[src/rtl/uart_tx_pkg.sv]
// Shared types, defaults and CRC-8 helper for the UART frame transmitter.
package uart_tx_pkg;

    typedef enum logic [2:0] {
        IDLE   = 3'd0,
        START  = 3'd1,
        DATA   = 3'd2,
        PARITY = 3'd3,
        STOP   = 3'd4
    } tx_state_e;

    localparam int         DEF_BAUD_DIV = 5208;
    localparam logic [7:0] DEF_CRC_POLY = 8'h07;
    localparam logic [7:0] DEF_CRC_INIT = 8'h00;

    // Bit-serial CRC-8: feeds the low nbits of word MSB-first, no reflection, no final XOR.
    function automatic logic [7:0] crc8_step(input logic [7:0] crc, input logic [7:0] word,
                                             input logic [7:0] poly, input int nbits);
        logic [7:0] c;
        logic       fb;
        c = crc;
        for (int i = 7; i >= 0; i--) begin
            if (i < nbits) begin
                fb = c[7] ^ word[i];
                c  = {c[6:0], 1'b0} ^ (fb ? poly : 8'h00);
            end
        end
        return c;
    endfunction

endpackage

[src/rtl/uart_tx_fifo.sv]
// Synchronous word FIFO with occupancy count; count separates full from empty
// since pointers wrap modulo DEPTH (DEPTH must be a power of two).
module uart_tx_fifo #(
    parameter int DEPTH = 16,
    parameter int WIDTH = 8,
    localparam int PTR_W = (DEPTH > 1) ? $clog2(DEPTH) : 1,
    localparam int CNT_W = $clog2(DEPTH) + 1
) (
    input  logic             clock,
    input  logic             reset,
    input  logic             push,
    input  logic [WIDTH-1:0] wr_data,
    input  logic             pop,
    output logic [WIDTH-1:0] rd_data,
    output logic             full,
    output logic             empty,
    output logic [CNT_W-1:0] count
);

    logic [WIDTH-1:0] mem_q [DEPTH];
    logic [PTR_W-1:0] wr_ptr_q, wr_ptr_d;
    logic [PTR_W-1:0] rd_ptr_q, rd_ptr_d;
    logic [CNT_W-1:0] count_q, count_d;
    logic             do_push, do_pop;

    assign full    = (count_q == CNT_W'(DEPTH));
    assign empty   = (count_q == '0);
    assign count   = count_q;
    assign rd_data = mem_q[rd_ptr_q];
    assign do_push = push && !full;
    assign do_pop  = pop && !empty;

    always_comb begin
        wr_ptr_d = wr_ptr_q;
        rd_ptr_d = rd_ptr_q;
        count_d  = count_q;
        if (do_push) wr_ptr_d = wr_ptr_q + PTR_W'(1);
        if (do_pop)  rd_ptr_d = rd_ptr_q + PTR_W'(1);
        case ({do_push, do_pop})
            2'b10:   count_d = count_q + CNT_W'(1);
            2'b01:   count_d = count_q - CNT_W'(1);
            default: count_d = count_q;
        endcase
    end

    always_ff @(posedge clock or posedge reset) begin
        if (reset) begin
            wr_ptr_q <= '0;
            rd_ptr_q <= '0;
            count_q  <= '0;
        end else begin
            wr_ptr_q <= wr_ptr_d;
            rd_ptr_q <= rd_ptr_d;
            count_q  <= count_d;
        end
    end

    // Storage carries no reset; contents are only visible through count.
    always_ff @(posedge clock) begin
        if (do_push) mem_q[wr_ptr_q] <= wr_data;
    end

endmodule

[src/rtl/uart_frame_transmitter.sv]
// Buffered UART transmitter with running CRC-8 and a CRC trailer frame on finish.
// Optional parity bit per frame when UART_TX_PARITY_EN is defined.
module uart_frame_transmitter
    import uart_tx_pkg::*;
#(
    parameter int         BAUD_DIV   = DEF_BAUD_DIV,
    parameter int         DATA_BITS  = 8,
    parameter int         FIFO_DEPTH = 16,
    parameter int         STOP_BITS  = 1,
    parameter logic [7:0] CRC_POLY   = DEF_CRC_POLY,
    parameter logic [7:0] CRC_INIT   = DEF_CRC_INIT,
    parameter int         PARITY_ODD = 0
) (
    input  logic                          clock,
    input  logic                          reset,
    input  logic [DATA_BITS-1:0]          din,
    input  logic                          din_valid,
    output logic                          din_ready,
    input  logic                          finish,
    input  logic                          hold,
    output logic                          tx,
    output logic                          busy,
    output logic                          acknowledge,
    output logic [7:0]                    crc,
    output logic [$clog2(FIFO_DEPTH):0]   fifo_count
);

    // state  | meaning
    // IDLE   | line high; pop a word or start the trailer unless hold
    // START  | start bit (low)
    // DATA   | DATA_BITS data bits, LSB first
    // PARITY | parity bit (only with UART_TX_PARITY_EN)
    // STOP   | STOP_BITS stop bits (high); trailer completion pulses acknowledge

    localparam int CNT_W = (STOP_BITS * BAUD_DIV > 1) ? $clog2(STOP_BITS * BAUD_DIV) : 1;
    localparam int BIT_W = $clog2(DATA_BITS);
    localparam logic [CNT_W-1:0] BIT_RELOAD  = CNT_W'(BAUD_DIV - 1);
    localparam logic [CNT_W-1:0] STOP_RELOAD = CNT_W'(STOP_BITS * BAUD_DIV - 1);

    if (BAUD_DIV < 2 || DATA_BITS < 5 || DATA_BITS > 8 || FIFO_DEPTH < 2 ||
        (FIFO_DEPTH & (FIFO_DEPTH - 1)) != 0 || (STOP_BITS != 1 && STOP_BITS != 2) ||
        (PARITY_ODD != 0 && PARITY_ODD != 1)) begin : g_param_err
        $error("uart_frame_transmitter: illegal parameter set");
    end

    tx_state_e            state_q, state_d;
    logic [CNT_W-1:0]     cnt_q, cnt_d;
    logic [BIT_W-1:0]     bit_q, bit_d;
    logic [DATA_BITS-1:0] shift_q, shift_d;
    logic [7:0]           crc_q, crc_d;
    logic                 pend_q, pend_d;
    logic                 trailer_q, trailer_d;
    logic                 ack_q, ack_d;
    logic                 tx_q, tx_d;
`ifdef UART_TX_PARITY_EN
    logic                 parity_q, parity_d;
`endif

    logic                 fifo_pop, fifo_push, fifo_full, fifo_empty;
    logic [DATA_BITS-1:0] fifo_rd_data;

    assign din_ready   = !fifo_full && !pend_q;
    assign fifo_push   = din_valid && din_ready;
    assign busy        = (state_q != IDLE) || !fifo_empty || pend_q;
    assign tx          = tx_q;
    assign acknowledge = ack_q;
    assign crc         = crc_q;

    uart_tx_fifo #(
        .DEPTH (FIFO_DEPTH),
        .WIDTH (DATA_BITS)
    ) u_fifo (
        .clock   (clock),
        .reset   (reset),
        .push    (fifo_push),
        .wr_data (din),
        .pop     (fifo_pop),
        .rd_data (fifo_rd_data),
        .full    (fifo_full),
        .empty   (fifo_empty),
        .count   (fifo_count)
    );

    always_comb begin
        state_d   = state_q;
        cnt_d     = cnt_q;
        bit_d     = bit_q;
        shift_d   = shift_q;
        crc_d     = crc_q;
        pend_d    = pend_q | finish;
        trailer_d = trailer_q;
        ack_d     = 1'b0;
        fifo_pop  = 1'b0;
`ifdef UART_TX_PARITY_EN
        parity_d  = parity_q;
`endif
        case (state_q)
            IDLE: begin
                if (!hold && !fifo_empty) begin
                    fifo_pop  = 1'b1;
                    crc_d     = crc8_step(crc_q, 8'(fifo_rd_data), CRC_POLY, DATA_BITS);
                    shift_d   = fifo_rd_data;
                    trailer_d = 1'b0;
                    state_d   = START;
                    cnt_d     = BIT_RELOAD;
                end else if (!hold && pend_q) begin
                    shift_d   = crc_q[DATA_BITS-1:0];
                    trailer_d = 1'b1;
                    state_d   = START;
                    cnt_d     = BIT_RELOAD;
                end
`ifdef UART_TX_PARITY_EN
                parity_d = (^shift_d) ^ (PARITY_ODD != 0);
`endif
            end
            START: begin
                if (cnt_q == '0) begin
                    state_d = DATA;
                    cnt_d   = BIT_RELOAD;
                    bit_d   = BIT_W'(DATA_BITS - 1);
                end else begin
                    cnt_d = cnt_q - CNT_W'(1);
                end
            end
            DATA: begin
                if (cnt_q == '0) begin
                    if (bit_q == '0) begin
`ifdef UART_TX_PARITY_EN
                        state_d = PARITY;
                        cnt_d   = BIT_RELOAD;
`else
                        state_d = STOP;
                        cnt_d   = STOP_RELOAD;
`endif
                    end else begin
                        shift_d = shift_q >> 1;
                        bit_d   = bit_q - BIT_W'(1);
                        cnt_d   = BIT_RELOAD;
                    end
                end else begin
                    cnt_d = cnt_q - CNT_W'(1);
                end
            end
            PARITY: begin
                if (cnt_q == '0) begin
                    state_d = STOP;
                    cnt_d   = STOP_RELOAD;
                end else begin
                    cnt_d = cnt_q - CNT_W'(1);
                end
            end
            STOP: begin
                if (cnt_q == '0) begin
                    state_d = IDLE;
                    if (trailer_q) begin
                        ack_d     = 1'b1;
                        crc_d     = CRC_INIT;
                        pend_d    = 1'b0;
                        trailer_d = 1'b0;
                    end
                end else begin
                    cnt_d = cnt_q - CNT_W'(1);
                end
            end
            default: state_d = IDLE;
        endcase

        // tx is registered from next-state values so the pin never glitches on decode.
        case (state_d)
            START:   tx_d = 1'b0;
            DATA:    tx_d = shift_d[0];
`ifdef UART_TX_PARITY_EN
            PARITY:  tx_d = parity_d;
`endif
            default: tx_d = 1'b1;
        endcase
    end

    always_ff @(posedge clock or posedge reset) begin
        if (reset) begin
            state_q   <= IDLE;
            cnt_q     <= '0;
            bit_q     <= '0;
            shift_q   <= '0;
            crc_q     <= CRC_INIT;
            pend_q    <= 1'b0;
            trailer_q <= 1'b0;
            ack_q     <= 1'b0;
            tx_q      <= 1'b1;
        end else begin
            state_q   <= state_d;
            cnt_q     <= cnt_d;
            bit_q     <= bit_d;
            shift_q   <= shift_d;
            crc_q     <= crc_d;
            pend_q    <= pend_d;
            trailer_q <= trailer_d;
            ack_q     <= ack_d;
            tx_q      <= tx_d;
        end
    end

`ifdef UART_TX_PARITY_EN
    always_ff @(posedge clock or posedge reset) begin
        if (reset) parity_q <= 1'b0;
        else       parity_q <= parity_d;
    end
`endif

endmodule
[config.mk]
export PLATFORM = sky130hd
export DESIGN_NAME = uart_frame_transmitter
export DESIGN_NICKNAME = d
export VERILOG_FILES = /design/src/rtl/uart_tx_pkg.sv /design/src/rtl/uart_tx_fifo.sv /design/src/rtl/uart_frame_transmitter.sv
export SDC_FILE = /design/constraint.sdc
export NUM_CORES = 1
export LEC_CHECK = 0
export CAP_MARGIN = 0
export CORE_ASPECT_RATIO = 0.75
export CORE_MARGIN = 4
export CORE_UTILIZATION = 35
export CTS_BUF_LIST = sky130_fd_sc_hd__clkbuf_4 sky130_fd_sc_hd__clkbuf_8 sky130_fd_sc_hd__clkbuf_16
export CTS_CLUSTER_DIAMETER = 40
export DETAILED_ROUTE_END_ITERATION = 16
export HOLD_SLACK_MARGIN = 0.12
export SYNTH_ARGS = -nofsm -noshare
export SYNTH_HDL_FRONTEND = slang
export SYNTH_SLANG_ARGS = --single-unit
[constraint.sdc]
create_clock -name clock -period 3.36 [get_ports clock]
set_clock_uncertainty 0.05 [all_clocks]
set_input_delay 0.672 -clock clock [delete_from_list [all_inputs] [get_ports clock]]
set_output_delay 0.672 -clock clock [all_outputs]
set_load 0.02 [all_outputs]
# Word level (Yosys, flattened, before mapping)
# Memory sizes are Yosys's and may differ from the RTL's.
# Index checks and enable logic that the tools add are counted.
# word_totals
regBits,52
ramBits,128
in_bits,13
output_inout_bits,17
wordCells,146
memories,1
# classes
add_sub_neg,6
n_eq_ne,17
muxes,64
bitwise_logic,17
n_reduce_logical,28
# mem_list
memory,words,word_bits,read_ports,rd_clocked_by_memory_dff,write_ports,line_no,text
u_fifo.mem_q,16,8,1,0,1,uart_tx_fifo.sv:20,logic [WIDTH-1:0] mem_q [DEPTH];
# ops
operator,count
8-bit two-way mux,21
8-bit by 3-bit XOR with 8-bit output,8
3-bit two-way mux,18
13-bit two-way mux,4
13-bit case mux with 3 select lines,1
8-bit case mux with 2 select lines,2
3-bit case mux with 5 select lines,1
2-bit inequality test (second input constant),7
13-bit zero test,1
1-bit two-way mux,13
13-bit by 1-bit subtractor with 13-bit output (second input constant),1
4-bit AND reduction,3
5-bit case mux with 2 select lines,1
3-bit by 2-bit equality test with 1-bit output (second input constant),3
4-bit by 1-bit adder with 4-bit output (second input constant),2
2-bit nonzero test,4
1-bit XOR,8
3-bit by 1-bit equality test with 1-bit output (second input constant),2
1-bit logical AND,6
3-bit zero test,2
3-bit case mux with 2 select lines,1
3-bit AND reduction,2
3-bit nonzero test,2
5-bit by 1-bit adder with 5-bit output (second input constant),1
13 further kinds,18

# Longest topological paths before layout
# Gate-level depths: netlist of the first run.
# An unclocked memory read counts as a cell.
# depth
depth_word,41
ltp_mapped,16
mapped_depth_nobuf,13

# Modules after synthesis
# From an unflattened synthesis of the first run, not the netlist that was laid out.
# hier_totals
hier_cells,582
area_unflattened_um2,8127.8
# by_module_without_submodules
module,n_inst,cells_each,area_per_inst_um2,seq_area_each_um2
uart_tx_fifo,1,333,5796.8,4169.0
uart_frame_transmitter,1,249,2331.0,977.2

# Least setup slack after synthesis of the first run
# No wires, ideal clock.
# synth_timing
path_type,register -> register
from,"reg u_fifo.count_q[1], in the netlist u_fifo.count[1]"
to,"reg u_fifo.count_q[4], in the netlist u_fifo.count[4]"
setup_ps,133
arrival_time_ps,3208
t_required_ps,3177
setup_slack_ps,-31
stages_incl_launch_ff,17
n_path_buf,3
synth_period_minus_slack_ps,3391
cell_sequence,dfrtp_1 > clkbuf_1 > nor4_1 > a21oi_1 > and2_1 > clkbuf_1 > inv_1 > ha_1 > clkbuf_1 > xor2_1 > ha_1 > o21ai_0 > a21oi_1 > a21oi_1 > xor2_1 > nor2_1 > xor2_1
# synth_via
elab_cells_between_ends,17
cone_classes,add/sub (2); eq/ne (3); mux (3); reduce/logical (9)
# synth_lines
element,line_no,text
start: declaration,uart_tx_fifo.sv:23,"logic [CNT_W-1:0] count_q, count_d;"
start signal: assignment,uart_tx_fifo.sv:54,count_q <= count_d;
5-bit equality test *,uart_tx_fifo.sv:26,assign full = (count_q == CNT_W'(DEPTH));
1-bit zero test *,uart_frame_transmitter.sv:62,assign din_ready = !fifo_full && !pend_q;
1-bit logical AND *,uart_frame_transmitter.sv:62,
named net din_ready,uart_frame_transmitter.sv:18,"output logic din_ready,"
1-bit logical AND *,uart_frame_transmitter.sv:63,assign fifo_push = din_valid && din_ready;
1-bit logical AND *,uart_tx_fifo.sv:30,assign do_push = push && !full;
2-bit by 1-bit equality test with 1-bit output or 2-bit equality test (tied branches),uart_tx_fifo.sv:39,"case ({do_push, do_pop})"
5-bit case mux with 2 select lines or 2-bit nonzero test (tied branches),-,
# Mark *: on every way through the listed nets, which the timed path passes. The rest lies on a longest branch.
# A chain may end at the register's enable or synchronous reset.

# Worst setup path in the final report of the first run
# layout_timing
from,reg u_fifo.rd_ptr_q[1]
to,"reg crc_q[5], in the netlist crc[5]"
# layout_via
elab_chain_cells,21
elab_cells_between_ends,25
cone_classes,mux (15); bitwise (9); memory (1)
# layout_lines
element,line_no,text
start: declaration,uart_tx_fifo.sv:22,"logic [PTR_W-1:0] rd_ptr_q, rd_ptr_d;"
start signal: assignment,uart_tx_fifo.sv:53,rd_ptr_q <= rd_ptr_d;
memory read 16 x 8 bit *,-,
1-bit XOR,uart_tx_pkg.sv:24,fb = c[7] ^ word[i];
3-bit two-way mux,uart_tx_pkg.sv:25,"c = {c[6:0], 1'b0} ^ (fb ? poly : 8'h00);"
8-bit by 3-bit XOR with 8-bit output,uart_tx_pkg.sv:25,
8-bit two-way mux,uart_frame_transmitter.sv:99,if (!hold && !fifo_empty) begin
8-bit two-way mux,uart_frame_transmitter.sv:97,case (state_q)
8-bit by 3-bit XOR with 8-bit output,uart_tx_pkg.sv:25,
8-bit two-way mux,uart_frame_transmitter.sv:99,
(+5 left out),-,
8-bit two-way mux *,uart_frame_transmitter.sv:99,
8-bit two-way mux *,uart_frame_transmitter.sv:97,
8-bit by 3-bit XOR with 8-bit output *,uart_tx_pkg.sv:25,
8-bit two-way mux *,uart_frame_transmitter.sv:99,
8-bit two-way mux *,uart_frame_transmitter.sv:97,
8-bit by 3-bit XOR with 8-bit output *,uart_tx_pkg.sv:25,
8-bit two-way mux *,uart_frame_transmitter.sv:99,
8-bit case mux with 2 select lines *,uart_frame_transmitter.sv:97,
end signal: assignment,uart_frame_transmitter.sv:195,crc_q <= crc_d;
end: declaration,uart_frame_transmitter.sv:50,"logic [7:0] crc_q, crc_d;"
# Every way passes the cells marked *; elsewhere a longest branch is shown, timed or not. The select of a mux whose other input is x is not followed.

==> run summary, run 1 <==
maximum vdd drop - 319 uV
Root Driver - clkbuf_16
Reg2Reg Launch Point - u_fifo.rd_ptr_q[1]$_DFFE_PP0P_
Required @ worst endpoint - 3670 ps
outcome - finished, final reports clean
CTS resizes - 0
Syn. warnings - 0
Yosys reg bits - 180
Sw Share - 21.6%
CTS Buffer Depth - 2
Max Cap Viol - 0
# Post-CTS Setup Buffers - 0
synth top area cells - edfxtp_1, dfrtp_1, mux4_2
first-pass GRT wire length - 28000 um
power share of the clock group - 42.9%
min Tclk post-route - 3010 ps
sequential area share after synthesis - 63.2%
CTS Buf Count - 17
DRT Wirelength - 17600 um
starting density of the core - 35.5%
sequential share of power - 55.2%
gr usage total - 14.1%
EDFF count, synth - 128
Hold EP - cnt_q[12]$_DFFE_PP0P_
# nets final - 658
hold_sp - cnt_q[12]$_DFFE_PP0P_
count of different cell masters after synthesis - 59
Worst Path Arrival - 3330 ps
Mapped Area - 8140 um2
vias per inst - 5.20
Hold Path Cell Cnt - 1
combinational power share - 1.9%
Max Slew Vio Count - 0
CP Capture Type - register
syn nets - 602
clk_lat worst skew - 430 ps
DIE HEIGHT - 140 um
commonest non-fill, non-tap cells in the layout - edfxtp_1, dfrtp_1, nand2_1
Pleak - 3.35 nW
Die Width - 184 um
worst reg-to-reg path cell count - 9
dominant synthesized flop cell - edfxtp_1
antenna viol nets, final - 0
setup tns final - 0 ps
H-tree depth - 4
vias in the first global route - 4981
row count - 48
setup violators final - 0
most common cell after layout, fill and taps aside - edfxtp_1
Hold WS - 450 ps
Final Cycle Share - 89.7%
P_int - 3.41 mW
RePlAce Congestion - 0.798
Remaining Overflow, GRT - 0
ANT cells - 0
wire per inst - 18.6 um
Hold Path Class - register to register
Slew HR - 43.4%
Yosys top cell area share - 47.2%
CTS tree - done
NetSw - 0.941 mW
area leader, netlist - edfxtp_1
Synth Area per Inst - 14.1 um2
Port Buffers - 29
hold-fix buffers at CTS - 0
asr flop ratio synth - 28.9%
RSZ-0062 raised after global routing - false
P per Cell Area - 458 nW/um2
worst slew pin tran - 848 ps
layout cells sized above 1 - 15.5%
drt first pass iters - 5
Fmax - 0.332 GHz
Max FO, Critical Path - 24
initial antenna violation count - 0
Area growth, synth to finish - 16.6%
register-to-register setup slack - 350 ps
clock sinks - 180
r2r endpoint - crc[5]$_DFFE_PP0P_
Fin. Hold Viols - 0
core area - 22900 um2
synthesized instance count - 577
Residual DRC - 0
die footprint - 25800 um2
largest net degree at the start of global routing - 40
1st-iter DRT viols - 307
Detail Placement HPWL - 12200 um
WS Path Type - register to register
Startpoint Class - register
Worst-path clk slew - 70 ps
Ports - 30
via count - 4915
==> worst max-delay path: stages (launching register included) <==
cell     delay (ps)
dfrtp_2         630
buf_12          270
mux4_2          520
mux2i_1         310
mux2i_1         210
xnor2_1         180
xnor2_1         260
xnor2_1         130
or3_1           310
nand3_1          80
==> registers in the layout (all words and copies together), names as in the netlist, 3 cells and up <==
signal	flops
bit_q	3
u_fifo.mem_q	128
u_fifo.rd_ptr_q	4
shift_q	8
crc	8
state_q	3
u_fifo.wr_ptr_q	4
cnt_q	13
u_fifo.count	5
==> power by group through the flow <==
stage	registers, mW	clock network [mW]	logic [mW]
2_1_floorplan	2.45	0	0.0345
3_3_place_gp	2.45	0	0.0792
3_5_place_dp	2.45	0	0.0826
4_1_cts	2.40	1.90	0.0829
5_1_grt	2.40	2.01	0.0911
6_report	2.40	1.87	0.0808
==> routing by layer <==
layer / part of all wire (%) / global-route usage [%]
met1: 49 / 20.7
met2: 46 / 21.0
met3: 4.4 / 3.43
met4: 1.5 / 3.93
met5: 0 / 0
==> metrics by stage <==
stage          setup slack, ps  power (mW)  area [um2]  instances  util (%)
2_1_floorplan             19.6        2.48        8150        577         -
3_3_place_gp               315        2.53        8930        914      38.9
3_5_place_dp               277        2.53        8930        914      38.9
4_1_cts                    302        4.39        9490        946      41.4
5_1_grt                   84.8        4.51        9490        946      41.4
6_report                   347        4.35        9490        946      41.4
==> worst max-delay path by stage <==
stage | start | to | slack [ps] | depth (start not counted)
final | u_fifo.rd_ptr_q[1]$_DFFE_PP0P_ | crc[5]$_DFFE_PP0P_ | 350 | 9
after global routing | u_fifo.rd_ptr_q[1]$_DFFE_PP0P_ | crc[2]$_DFFE_PP0P_ | 80 | 8
after CTS | u_fifo.rd_ptr_q[1]$_DFFE_PP0P_ | crc[5]$_DFFE_PP0P_ | 300 | 9
after detailed placement | hold | u_fifo.count[4]$_DFFE_PP0P_ | 280 | 13
after global placement | hold | u_fifo.count[4]$_DFFE_PP0P_ | 310 | 13
after floorplan | u_fifo.count[1]$_DFFE_PP0P_ | u_fifo.count[4]$_DFFE_PP0P_ | 20 | 16
==> cell families after synthesis <==
group / synth area share [%]
AO/OA/AOI/OAI: 7.10
AND/OR/NAND/NOR: 8.83
adder cells (fa/ha/maj): 1.84
flip-flops: 63.2
multiplexers: 12.3
XOR/XNOR: 4.31
buffers and inverters: 2.41
==> layout make-up <==
cell class / count / area (um2)
clock buffer: 19 / 440
clock inverter: 13 / 121
fill: 2142 / 13500
inverter: 17 / 63.8
multi-input combinational: 357 / 2810
sequential: 180 / 5150
tap: 300 / 375
timing repair buffer: 60 / 536
==> Yosys cell counts, types with 3 or more instances <==
master / count
inv_1: 15
nor2b_1: 3
mux2i_1: 24
mux2_2: 7
or3_1: 5
o21ai_0: 25
xnor2_1: 25
nand3_1: 10
nand2_1: 49
buf_4: 3
nor3_1: 12
a21o_1: 4
clkbuf_1: 10
o22ai_1: 4
dfrtp_1: 51
a22o_1: 4
nor4_1: 4
buf_2: 4
a221o_1: 4
nand4_1: 3
mux4_2: 21
a21oi_1: 20
xor2_1: 15
ha_1: 12
mux4_1: 7
nor2_1: 48
nand2b_1: 11
buf_1: 3
a22oi_1: 7
a31oi_1: 3
edfxtp_1: 128
Power figures use the tool's default switching activity.
==> run 2, diff against run 1 <==
--- a/config.mk
+++ b/config.mk
@@ -13,6 +13,8 @@
 export CTS_CLUSTER_DIAMETER = 40
 export DETAILED_ROUTE_END_ITERATION = 16
 export HOLD_SLACK_MARGIN = 0.12
+export PLACE_DENSITY = 0.48
+export REMOVE_ABC_BUFFERS = 1
 export SYNTH_ARGS = -nofsm -noshare
 export SYNTH_HDL_FRONTEND = slang
 export SYNTH_SLANG_ARGS = --single-unit
==> run summary, run 2 (synthesized netlist as in run 1, its figures left out) <==
Pleak - 3.35 nW (about the same)
Final Non-Filler Cells - 946 (unchanged)
Residual DRC - 0 (unchanged)
CTS tree - done (unchanged)
Startpoint Class - register (unchanged)
vias in the first global route - 4621 (was 4981)
Ports - 30 (unchanged)
clk_lat worst skew - 420 ps (was 430 ps)
layout cells sized above 1 - 15.0% (was 15.5%)
RePlAce Congestion - 0.794 (was 0.798)
power share of the clock group - 43.6% (was 42.9%)
first-pass GRT wire length - 28300 um (was 28000 um)
RSZ-0062 raised after global routing - false (unchanged)
gr usage total - 14.6% (was 14.1%)
H-tree depth - 4 (unchanged)
DRT Wirelength - 18200 um (was 17600 um)
core area - 22900 um2 (unchanged)
Fmax - 0.333 GHz (was 0.332 GHz)
Max FO, Critical Path - 10 (was 24)
combinational power share - 1.8% (was 1.9%)
Final Cycle Share - 89.4% (was 89.7%)
Hold Path Class - register to register (unchanged)
via count - 4843 (was 4915)
CTS resizes - 0 (unchanged)
largest registers - u_fifo.mem_q (128), cnt_q (13) (unchanged)
CTS Buf Count - 17 (unchanged)
WS Path Type - register to output port (was register to register)
min Tclk post-route - 3010 ps (about the same)
P_int - 3.50 mW (was 3.41 mW)
die footprint - 25800 um2 (unchanged)
CP max stage delay - 550 ps (was 630 ps)
Total Power - 4.40 mW (was 4.35 mW)
drt first pass iters - 4 (was 5)
Required @ worst endpoint - 2640 ps (was 3670 ps)
placed cells - 914 (unchanged)
multi-input logic area - 2800 um2 (was 2810 um2)
sequential share of power - 54.6% (was 55.2%)
setup violators final - 0 (unchanged)
Slew HR - 47.5% (was 43.4%)
Remaining Overflow, GRT - 0 (unchanged)
row count - 48 (unchanged)
maximum vdd drop - 323 uV (was 319 uV)
Register Area - 5150 um2 (unchanged)
vias per inst - 5.12 (was 5.20)
Max Cap Viol - 0 (unchanged)
Detail Placement HPWL - 12200 um (about the same)
hold-fix buffers at CTS - 0 (unchanged)
Largest Register - u_fifo.mem_q (unchanged)
Area growth, synth to finish - 16.7% (was 16.6%)
CP Capture Type - output port (was register)
Root Driver - clkbuf_16 (unchanged)
commonest non-fill, non-tap cells in the layout - edfxtp_1, dfrtp_1, nand2_1 (unchanged)
P per Cell Area - 464 nW/um2 (was 458 nW/um2)
DIE HEIGHT - 140 um (unchanged)
1st-iter DRT viols - 372 (was 307)
Max Slew Vio Count - 0 (unchanged)
Port Buffers - 29 (unchanged)
initial antenna violation count - 0 (unchanged)
Die Width - 184 um (unchanged)
clock sinks - 180 (unchanged)
Worst Path Arrival - 2280 ps (was 3330 ps)
max reg flops - 128 (unchanged)
# nets final - 658 (unchanged)
Post-Place Setup Slack - 328 ps (was 277 ps)
CP delay by family, top - simple AND/OR/NAND/NOR gates (was multiplexers)
Hold WS - 436 ps (was 450 ps)
# Post-CTS Setup Buffers - 0 (unchanged)
CTS Buffer Depth - 2 (unchanged)
starting density of the core - 35.5% (unchanged)
setup ws final - 355 ps (was 347 ps)
CP cell instances - nor4_1 -> nand2b_1 -> nor2_1 -> nand2_1 -> clkdlybuf4s50_1 (was buf_12 -> mux4_2 -> mux2i_1 -> mux2i_1 -> xnor2_1 -> xnor2_1 -> xnor2_1 -> or3_1 -> nand3_1)
most common cell after layout, fill and taps aside - edfxtp_1 (unchanged)
antenna viol nets, final - 0 (unchanged)
largest net degree at the start of global routing - 33 (was 40)
Slowest cell on crit path - clkdlybuf4s50_1 (was dfrtp_2)
NetSw - 0.897 mW (was 0.941 mW)
Fin. Hold Viols - 0 (unchanged)
worst slew pin tran - 781 ps (was 848 ps)
Layout fillers - 2105 (was 2142)
Worst-path clk slew - 70 ps (about the same)
outcome - finished, final reports clean (unchanged)
Sw Share - 20.4% (was 21.6%)
setup tns final - 0 ps (unchanged)
Worst Path Buf+Inv - 1 (unchanged)
ANT cells - 0 (unchanged)
wire per inst - 19.2 um (was 18.6 um)
==> run 2: changes by cell type in the layout (fill, tap and decap cells not counted), sizes merged <==
cell,before,now
clkinvlp,2,3
clkbuf,19,17
inv,22,17
bufinv,0,2
clkinv,6,10
==> run 2: power groups by stage <==
stage	sequential, mW	clock (mW)	combinational (mW)
2_1_floorplan	2.45	0	0.0290
3_3_place_gp	2.45	0	0.0817
3_5_place_dp	2.45	0	0.0830
4_1_cts	2.40	1.96	0.0834
5_1_grt	2.40	2.08	0.0921
6_report	2.40	1.92	0.0810
==> run 2: metal layers <==
metal  vias up  track usage [%]  wire length, um
met4         0             3.50              120
met1      2451             22.8             9310
met5         -                0                0
li1       2294                -                -
met2        89             21.0             8140
met3         9             2.96              583
==> run 2: area by class of cell <==
class	count	share of cell area, %
Clock inverter	15	1.46
Multi-Input combinational cell	357	29.4
Inverter	17	0.672
Timing Repair Buffer	60	5.77
Clock buffer	17	4.48
Sequential cell	180	54.2
Tap cell	300	3.95
==> run 2: path summary, 6_finish.rpt <==
check                                                from                              to  slack (ps)  cells after the start
max reg2reg                u_fifo.rd_ptr_q[1]$_DFFE_PP0P_              crc[2]$_DFFE_PP0P_         400                      8
min in group asynchronous                           reset  u_fifo.wr_ptr_q[1]$_DFFE_PP0P_         500                      2
max in group asynchronous                           reset  u_fifo.rd_ptr_q[1]$_DFFE_PP0P_        2110                      3
max                           u_fifo.count[1]$_DFFE_PP0P_                            busy         350                      5
min reg2reg                         cnt_q[12]$_DFFE_PP0P_           cnt_q[12]$_DFFE_PP0P_         440                      1
min                                 cnt_q[12]$_DFFE_PP0P_           cnt_q[12]$_DFFE_PP0P_         440                      1
==> run 2: metrics by stage <==
step | instance area, um2 | utilization [%]
after CTS | 9490 | 41.4
after floorplan | 8010 | -
after global placement | 8930 | 38.9
final | 9490 | 41.4
after detailed placement | 8930 | 38.9
after global routing | 9490 | 41.4
==> run 3, diff against run 2 <==
--- a/config.mk
+++ b/config.mk
@@ -10,7 +10,7 @@
 export CORE_MARGIN = 4
 export CORE_UTILIZATION = 35
 export CTS_BUF_LIST = sky130_fd_sc_hd__clkbuf_4 sky130_fd_sc_hd__clkbuf_8 sky130_fd_sc_hd__clkbuf_16
-export CTS_CLUSTER_DIAMETER = 40
+export CTS_CLUSTER_DIAMETER = 200
 export DETAILED_ROUTE_END_ITERATION = 16
 export HOLD_SLACK_MARGIN = 0.12
 export PLACE_DENSITY = 0.48
==> results of run 3 <==
The final DEF is identical to that of run 2; final timing and power are the same.
